## config.mk

```make
export PLATFORM = sky130hd
export DESIGN_NAME = mvm_read_seq
export DESIGN_NICKNAME = d
export VERILOG_FILES = /design/src/rtl/mvm_read_seq.sv
export SDC_FILE = /design/constraint.sdc
export NUM_CORES = 1
export LEC_CHECK = 0
export ABC_AREA = 1
export CAP_MARGIN = 10
export CORE_ASPECT_RATIO = 1.4
export CORE_UTILIZATION = 35
export DETAILED_ROUTE_END_ITERATION = 10
export PLACE_DENSITY = 0.66
export SLEW_MARGIN = 10
export SYNTH_ARGS = -nofsm -noshare
export SYNTH_HDL_FRONTEND = slang
export SYNTH_SLANG_ARGS = --single-unit
```

## constraint.sdc

```tcl
create_clock -name clk -period 5.1 [get_ports clk]
set_input_delay 1.02 -clock clk [delete_from_list [all_inputs] [get_ports clk]]
set_output_delay 1.02 -clock clk [all_outputs]
set_load 0.03 [all_outputs]
```

## src/rtl/mvm_read_seq.sv

```systemverilog
// rtl/mvm_read_seq.sv - read-side sequencer and MAC for the matrix-vector engine
// Walks mem_M/mem_X row by row, accumulates each dot product, streams y[i] out.
module mvm_read_seq #(
  parameter int DATA_W = 8,
  parameter int OUT_W  = 16,
  parameter int ROWS   = 3,
  parameter int COLS   = 3,
  localparam int AM_W  = (ROWS * COLS > 1) ? $clog2(ROWS * COLS) : 1,
  localparam int AX_W  = (COLS > 1) ? $clog2(COLS) : 1,
  localparam int IW    = (ROWS > 1) ? $clog2(ROWS) : 1
) (
  input  logic              clk,
  input  logic              reset,
  input  logic              start,
  input  logic [DATA_W-1:0] rd_data_M,
  input  logic [DATA_W-1:0] rd_data_X,
  output logic [AM_W-1:0]   addr_M,
  output logic [AX_W-1:0]   addr_X,
  output logic              rd_en_M,
  output logic              rd_en_X,
  output logic [OUT_W-1:0]  data_out,
  output logic              m_valid,
  input  logic              m_ready,
  output logic              busy,
  output logic              done
);

  typedef enum logic [1:0] {IDLE, READ, WAIT, OUT} state_t;

  state_t                    state_q, state_d;
  logic [IW-1:0]             i_q;
  logic [AX_W-1:0]           j_q;
  logic signed [OUT_W-1:0]   acc_q;
  logic                      rd_q;
  logic                      done_q;
  logic                      clr_acc;
  logic                      done_d;
  logic                      rd_en;
  logic                      row_next;
  logic                      col_last;
  logic                      row_last;
  logic signed [2*DATA_W-1:0] prod;

  assign col_last = (j_q == AX_W'(COLS - 1));
  assign row_last = (i_q == IW'(ROWS - 1));
  assign prod     = $signed(rd_data_M) * $signed(rd_data_X);

  always_ff @(posedge clk or posedge reset) begin
    if (reset) state_q <= IDLE;
    else       state_q <= state_d;
  end

  always_comb begin
    state_d  = state_q;
    clr_acc  = 1'b0;
    done_d   = 1'b0;
    row_next = 1'b0;
    rd_en    = 1'b0;
    m_valid  = 1'b0;
    addr_M   = '0;
    addr_X   = '0;
    data_out = '0;
    busy     = (state_q != IDLE);
    case (state_q)
      IDLE: begin
        if (start) begin
          state_d = READ;
          clr_acc = 1'b1;
        end
      end
      READ: begin
        rd_en  = 1'b1;
        addr_M = AM_W'(i_q) * AM_W'(COLS) + AM_W'(j_q);
        addr_X = j_q;
        if (col_last) state_d = WAIT;
      end
      WAIT: state_d = OUT;
      OUT: begin
        m_valid  = 1'b1;
        data_out = acc_q;
        if (m_ready) begin
          if (row_last) begin
            state_d = IDLE;
            done_d  = 1'b1;
          end else begin
            state_d  = READ;
            clr_acc  = 1'b1;
            row_next = 1'b1;
          end
        end
      end
      default: state_d = IDLE;
    endcase
  end

  assign rd_en_M = rd_en;
  assign rd_en_X = rd_en;
  assign done    = done_q;

  // rd_q marks the cycle in which the memory returns data for last cycle's read
  always_ff @(posedge clk or posedge reset) begin
    if (reset) begin
      i_q    <= '0;
      j_q    <= '0;
      acc_q  <= '0;
      rd_q   <= 1'b0;
      done_q <= 1'b0;
    end else begin
      rd_q   <= rd_en;
      done_q <= done_d;
      if (rd_en) j_q <= col_last ? '0 : j_q + 1'b1;
      if (row_next)    i_q <= i_q + 1'b1;
      else if (done_d) i_q <= '0;
      else if (state_q == IDLE && start) i_q <= '0;
      if (clr_acc)   acc_q <= '0;
      else if (rd_q) acc_q <= acc_q + OUT_W'(prod);
    end
  end

endmodule

```

==> results of run 1 <==
-- logic make-up after synthesis --
family | share of synthesized area, %
simple gates | 17.0
buf+inv | 15.7
fa+ha+maj | 45.9
compound gates | 6.23
flops | 13.7
xor+xnor | 1.40
-- stage by stage --
stage               hold WS (ns)  utilization [%]  setup TNS, ns
floorplan                  0.489                -              0
global placement           0.530             43.1          -4.34
detailed placement         0.522             43.1          -4.65
CTS                        0.544             45.2              0
global route               0.593             45.3        -0.0126
finish                     0.545             45.3              0
-- final cells by class --
class | instances | area, sq um
sequential | 24 | 601
clock inverter | 1 | 30.0
fill | 1224 | 6700
timing repair buffer | 87 | 772
inverter | 159 | 598
multi-input combinational | 356 | 3290
clock buffer | 3 | 75.1
tap | 150 | 188
-- sequential cells by signal, indices dropped and copies added, names as in the netlist --
name and cells:
acc_q 16, i_q 2, j_q 2, state_q 2, done 1, rd_q 1
-- worst reg2reg max path, stage by stage (launching register included) --
cell and delay (ns):
dfrtp_1 0.37, inv_1 0.09, fa_1 0.54, inv_1 0.05
fa_1 0.50, inv_1 0.05, fa_1 0.48, inv_1 0.07
fa_2 0.40, fa_2 0.56, ha_4 0.24, a21oi_4 0.18
o21ai_2 0.09, nand2_1 0.07, nand3_2 0.09, nand2_2 0.09
nand2_2 0.05, o21ai_2 0.12
-- per-layer routing --
metal	GRT usage (%)	up-vias
met3	0.510	27
met1	19.4	1729
met5	0	-
met2	32.2	46
met4	8.66	0
li1	-	1762
-- placed cells by master (no fill, tap or decap), types with 4 or more instances in the layout --
cell / instances
inv_1: 155
nand2_1: 135
fa_1: 70
ha_1: 36
buf_4: 36
clkdlybuf4s50_1: 30
dfrtp_1: 24
nor2_1: 20
o21ai_0: 12
nand3_1: 11
a21oi_1: 10
ha_4: 8
clkbuf_2: 7
nand2_2: 5
o21ai_1: 5
o22ai_1: 4
xor2_1: 4
nand3_2: 4
dlygate4sd2_1: 4
-- path summary, 6_finish.rpt --
check                             start   endpoint  depth (start not counted)
min in group asynchronous         reset     j_q[0]                          2
max in group asynchronous         reset   acc_q[5]                          2
setup / recovery           rd_data_X[3]  acc_q[14]                         16
hold / removal                acc_q[15]  acc_q[15]                          2
hold reg to reg               acc_q[15]  acc_q[15]                          2
setup reg to reg               acc_q[6]  acc_q[14]                         17
-- timing repair --
| item | CTS | global route |
|---|---|---|
| pin swaps | 15 | 13 |
| gates cloned | 0 | 0 |
| gates resized for setup | 48 | 29 |
| setup buffers | 0 | 1 |
| endpoints found under the setup margin | 9 | 9 |
==> summary.md, run 1 <==
| Metric | Value |
|---|---|
| Outcome | finished clean |
| Synthesis-to-finish area growth | 26.8% |
| First-pass DRT Iterations | 4 |
| All-layer global routing usage | 17.3% |
| Worst-path cell chain | dlygate4sd2_1, nand2_1, fa_1, fa_1, inv_2, fa_1, fa_1, fa_2, ha_4, a21oi_4, o21ai_2, nand2_1, nand3_2, nand2_2, nand2_2, o21ai_2 |
| Fmax | 0.204 GHz |
| Final wirelength | 10100 microns |
| Number of global-route vias before repair | 3858 |
| Synth top area share | 33.4% |
| Max Cap Violations | 0 |
| Num rows | 48 |
| I/O Buffers | 46 |
| Period utilisation layout | 96.3% |
| Post-synth top cells | 156 x inv_1, 141 x nand2_1, 73 x fa_1, 44 x ha_1, 24 x dfrtp_1 |
| Count leader, synth | inv_1 |
| EDFF count, synth | 0 |
| Die area | 0.0130 sq mm |
| Hold Fails Final Rpt | 0 |
| Via/cell ratio | 4.57 |
| Hold buffers post-CTS | 0 |
| Max-slew headroom | 35.6% |
| Post-route DRC violation count | 0 |
| Clock sinks | 24 |
| Average size of a mapped cell | 7.85 sq um |
| WL per Instance | 12.9 microns |
| Dominant synthesized flop cell | dfrtp_1 |
| Setup CP Type | in -> reg |
| Mapped cell area | 0.00438 sq mm |
| Count of cell types in the netlist | 30 |
| Antenna Violating Nets Remaining | 0 |
| Share of post-route cells with drive strength above 1 | 14.8% |
| Top layer in use | met4 |
| Slowest cell on crit path | fa_2 |
| Worst Path Arrival | 5.11 ns |
| CP required | 5.30 ns |
| Final Non-Filler Cells | 780 |
| Post-synth ARST share | 100% |
| Dpl cell area | 0.00528 sq mm |
| Worst hold-check path type | reg -> reg |
| Met2 WL | 5670 microns |
| Syn Inst Count | 558 |
| Wire length on met3 | 130 microns |
| Crit path capture type | flop |
| Reg2reg setup slack | 0.99 ns |
| Worst-margin pin slew | 0.965 ns |
| Ys Warns | 0 |
| Crit path top cell by count | fa_1 |
| Cts bufs inserted | 3 |
| Worst-Skew Late Latency | 0.26 ns |
| Delay-heaviest family, CP | adder cells |
| Vias | 3564 |
| PnR worst setup slack | 0.188 ns |
| CP max stage delay | 0.58 ns |
| Die extent in y | 134 microns |
| Fin area | 0.00555 sq mm |
| Dpl hpwl | 8710 microns |
| GPL Wtd Cong | 0.849 |
| Die W | 96.5 microns |
| CTS tree | built |
| Synth Register Bits | 24 |
| Clk root buf | clkbuf_16 |
| Synthesized Nets | 695 |
| First-pass GRT wire length | 17400 microns |
| Post-synth top area cell | fa_1 |
| Largest cells by area after synthesis | fa_1 33%, dfrtp_1 14%, inv_1 13%, ha_1 13%, nand2_1 12% |
| RSZ-0062 raised after global routing | true |
| Post-layout nets | 768 |
| Setup violators final | 0 |
| Max Fanout on Critical Path | 5 |
| H-tree levels | 1 |
| Max-slew violations | 0 |
| Register area share after synthesis | 13.7% |
| M1 WL | 3840 microns |
| Crit path buf inv count | 2 |
| Setup WS pre-CTS | -0.584 ns |
| Core area | 0.0123 sq mm |
| Clock Path Buffers | 2 |
| Io pins | 47 |
| Initial DRC count | 56 |
| Antenna violations before repair | 0 |
| Worst-path clk slew | 0.07 ns |
| Remaining Overflow, GRT | 0 |
| N_diodes | 0 |
| Min Tclk post-route | 4.91 ns |
| Layout Skew | 0.00290 ns |
| Pin count of the biggest net entering global routing | 25 |
| Dpl cells | 775 |
| CP Launch Type | input pin |
| Initial cell density of the core | 35.7% |
Power of run 1 is not shown: default switching activity piles up to over one toggle a cycle in this logic, so the estimate is an artifact.
==> inputs of run 2 (changes only) <==
- PLACE_DENSITY: 0.66 -> unset
==> run 2 against run 1 <==
  * Cell area increased by 2.1%
  * Global-route usage increased by 0.44 points
  * Critical path depth increased by 2
  * Count of clock-buffer cells in the layout unchanged
  * First-iteration DRC count increased by 43%
  * Sequential share of layout area decreased by 0.22 points
  * Non-clock buffer count increased by 5
  * Hold slack got worse by 0.0038 ns
  * Maximum frequency decreased by 0.43%
  * Clock skew increased by 0.0014 ns
  * Die area unchanged
  * Wire length increased by 1.9%
==> summary.md, run 2 (synthesis gave the netlist of run 1 again) <==
| Metric | Value |
|---|---|
| Outcome | finished clean |
| Min Tclk post-route | 4.93 ns |
| Setup violators final | 0 |
| Worst-path clk slew | 0.07 ns |
| Post-route DRC violation count | 0 |
| Num rows | 48 |
| Hold Fails Final Rpt | 0 |
| Biggest register | acc_q |
| # fillers | 1263 |
| Antenna Violating Nets Remaining | 0 |
| Max-slew violations | 0 |
| CP Launch Type | input pin |
| First-pass DRT Iterations | 4 |
| Dpl hpwl | 8970 microns |
| Vias | 3563 |
| Initial DRC count | 80 |
| CP required | 5.31 ns |
| N_diodes | 0 |
| Setup CP Type | in -> reg |
| First-pass GRT wire length | 17900 microns |
| H-tree levels | 1 |
| Period utilisation layout | 96.7% |
| Number of flip-flops in the largest register | 16 |
| R2r worst-path depth | 15 |
| Gr busiest metal | met2 |
| CP max stage delay | 0.54 ns |
| GPL Wtd Cong | 0.875 |
| Delay-heaviest family, CP | adder cells |
| Worst flop-to-flop path startpoint | acc_q[6] |
| Worst-Skew Late Latency | 0.26 ns |
| Cts bufs inserted | 3 |
| Met2 usage | 33.9% |
| Crit path buf inv count | 5 |
| Crit path top cell by count | fa_1 |
| Die extent in y | 134 microns |
| Worst-path cell chain | dlygate4sd2_1, buf_4, buf_4, nand2_1, inv_1, fa_1, fa_1, fa_1, fa_1, ha_1, ha_4, a21oi_4, inv_1, o21ai_0, nand3_1, a21oi_1, o21ai_1, nand2_1 |
| Worst setup startpoint | rd_data_X[2] |
| Number of global-route vias before repair | 3884 |
| CP Depth | 18 |
| WL per Instance | 13.1 microns |
| Slowest cell on crit path | fa_1 |
| Commonest non-fill, non-tap cell in the layout | inv_1 |
| Hold_sp | acc_q[15] |
| Clk root buf | clkbuf_16 |
| Max-slew headroom | 33.6% |
| Synthesis-to-finish area growth | 29.5% |
| Worst hold-check path type | reg -> reg |
| Via/cell ratio | 4.54 |
| RR Endpoint | acc_q[10] |
| I/O Buffers | 46 |
| Most frequent cells in the layout | 154 x inv_1, 137 x nand2_1, 70 x fa_1 |
| Share of post-route cells with drive strength above 1 | 15.3% |
| Met3 GRT Util | 0.567% |
| Clock Path Buffers | 2 |
| Initial cell density of the core | 35.7% |
| Core area | 0.0123 sq mm |
| Crit path capture type | flop |
| Worst Path Arrival | 5.14 ns |
| Max Fanout on Critical Path | 5 |
| Final wirelength | 10300 microns |
| Io pins | 47 |
| Post-layout nets | 773 |
| CTS tree | built |
| All-layer global routing usage | 17.7% |
| GR Util met1 | 20.8% |
| Die W | 96.5 microns |
| Die area | 0.0130 sq mm |
| Fmax | 0.203 GHz |
| Clock sinks | 24 |
| Remaining Overflow, GRT | 0 |
| Layout Skew | 0.00429 ns |
| Worst-margin pin slew | 0.995 ns |
| CP endpoint | acc_q[13] |
| Antenna violations before repair | 0 |
| Max Cap Violations | 0 |
| Pin count of the biggest net entering global routing | 25 |
| Final Util | 46.3% |
| Reg2reg setup slack | 1.09 ns |
run 2: cell count changes in the layout (fill, tap and decap cells not counted), moves of 3 or more:
cell           previous run  this run
ha_4                      8        12
nor2_2                    2         5
buf_4                    36        41
clkbuf_2                  7         2
dlygate4sd2_1             4        10
ha_1                     36        32
run 2: worst min-delay path, stage by stage, from the launching register on:
cell	delay, ns
dfrtp_1	0.39
nand2_1	0.06
nand2_1	0.05
run 2: layout make-up:
class | count | area, sq um | area share, %
Clock buffer | 3 | 75.1 | 1.32
Clock inverter | 1 | 30.0 | 0.530
Inverter | 159 | 598 | 10.5
Multi-Input combinational cell | 356 | 3350 | 59.0
Sequential cell | 24 | 601 | 10.6
Tap cell | 150 | 188 | 3.31
Timing Repair Buffer | 92 | 833 | 14.7
run 2: worst min-delay path by stage:
| stage | depth (start not counted) | slack [ns] | end |
|---|---|---|---|
| finish | 2 | 0.54 | acc_q[15] |
| global route | 2 | 0.58 | acc_q[15] |
| CTS | 2 | 0.55 | acc_q[15] |
| detailed placement | 2 | 0.53 | acc_q[15] |
| global placement | 1 | 0.53 | acc_q[0] |
| floorplan | 2 | 0.49 | acc_q[15] |
run 2: per-layer routing:
metal	up-vias	routed length [microns]
met5	-	0
met4	0	236
met3	13	97
met2	33	5900
met1	1740	4050
li1	1777	-
run 2: repair_timing:
action	4_1_cts	5_1_grt
gates resized for setup	32	37
setup buffers	0	1
setup endpoints to repair	9	9
hold buffers	0	0
pin swaps	13	23
run 2: through the flow:
step	hold WS [ns]	cell area, sq um	std cells	worst slack (ns)	TNS [ns]
global route	0.577	5670	785	-0.0320	-0.0320
detailed placement	0.530	5320	780	-0.592	-4.76
floorplan	0.489	4400	558	0.00568	0
finish	0.541	5670	785	0.167	0
global placement	0.530	5320	780	-0.551	-4.40
CTS	0.547	5520	784	0.00237	0
Power of run 2 is left out for the same reason.
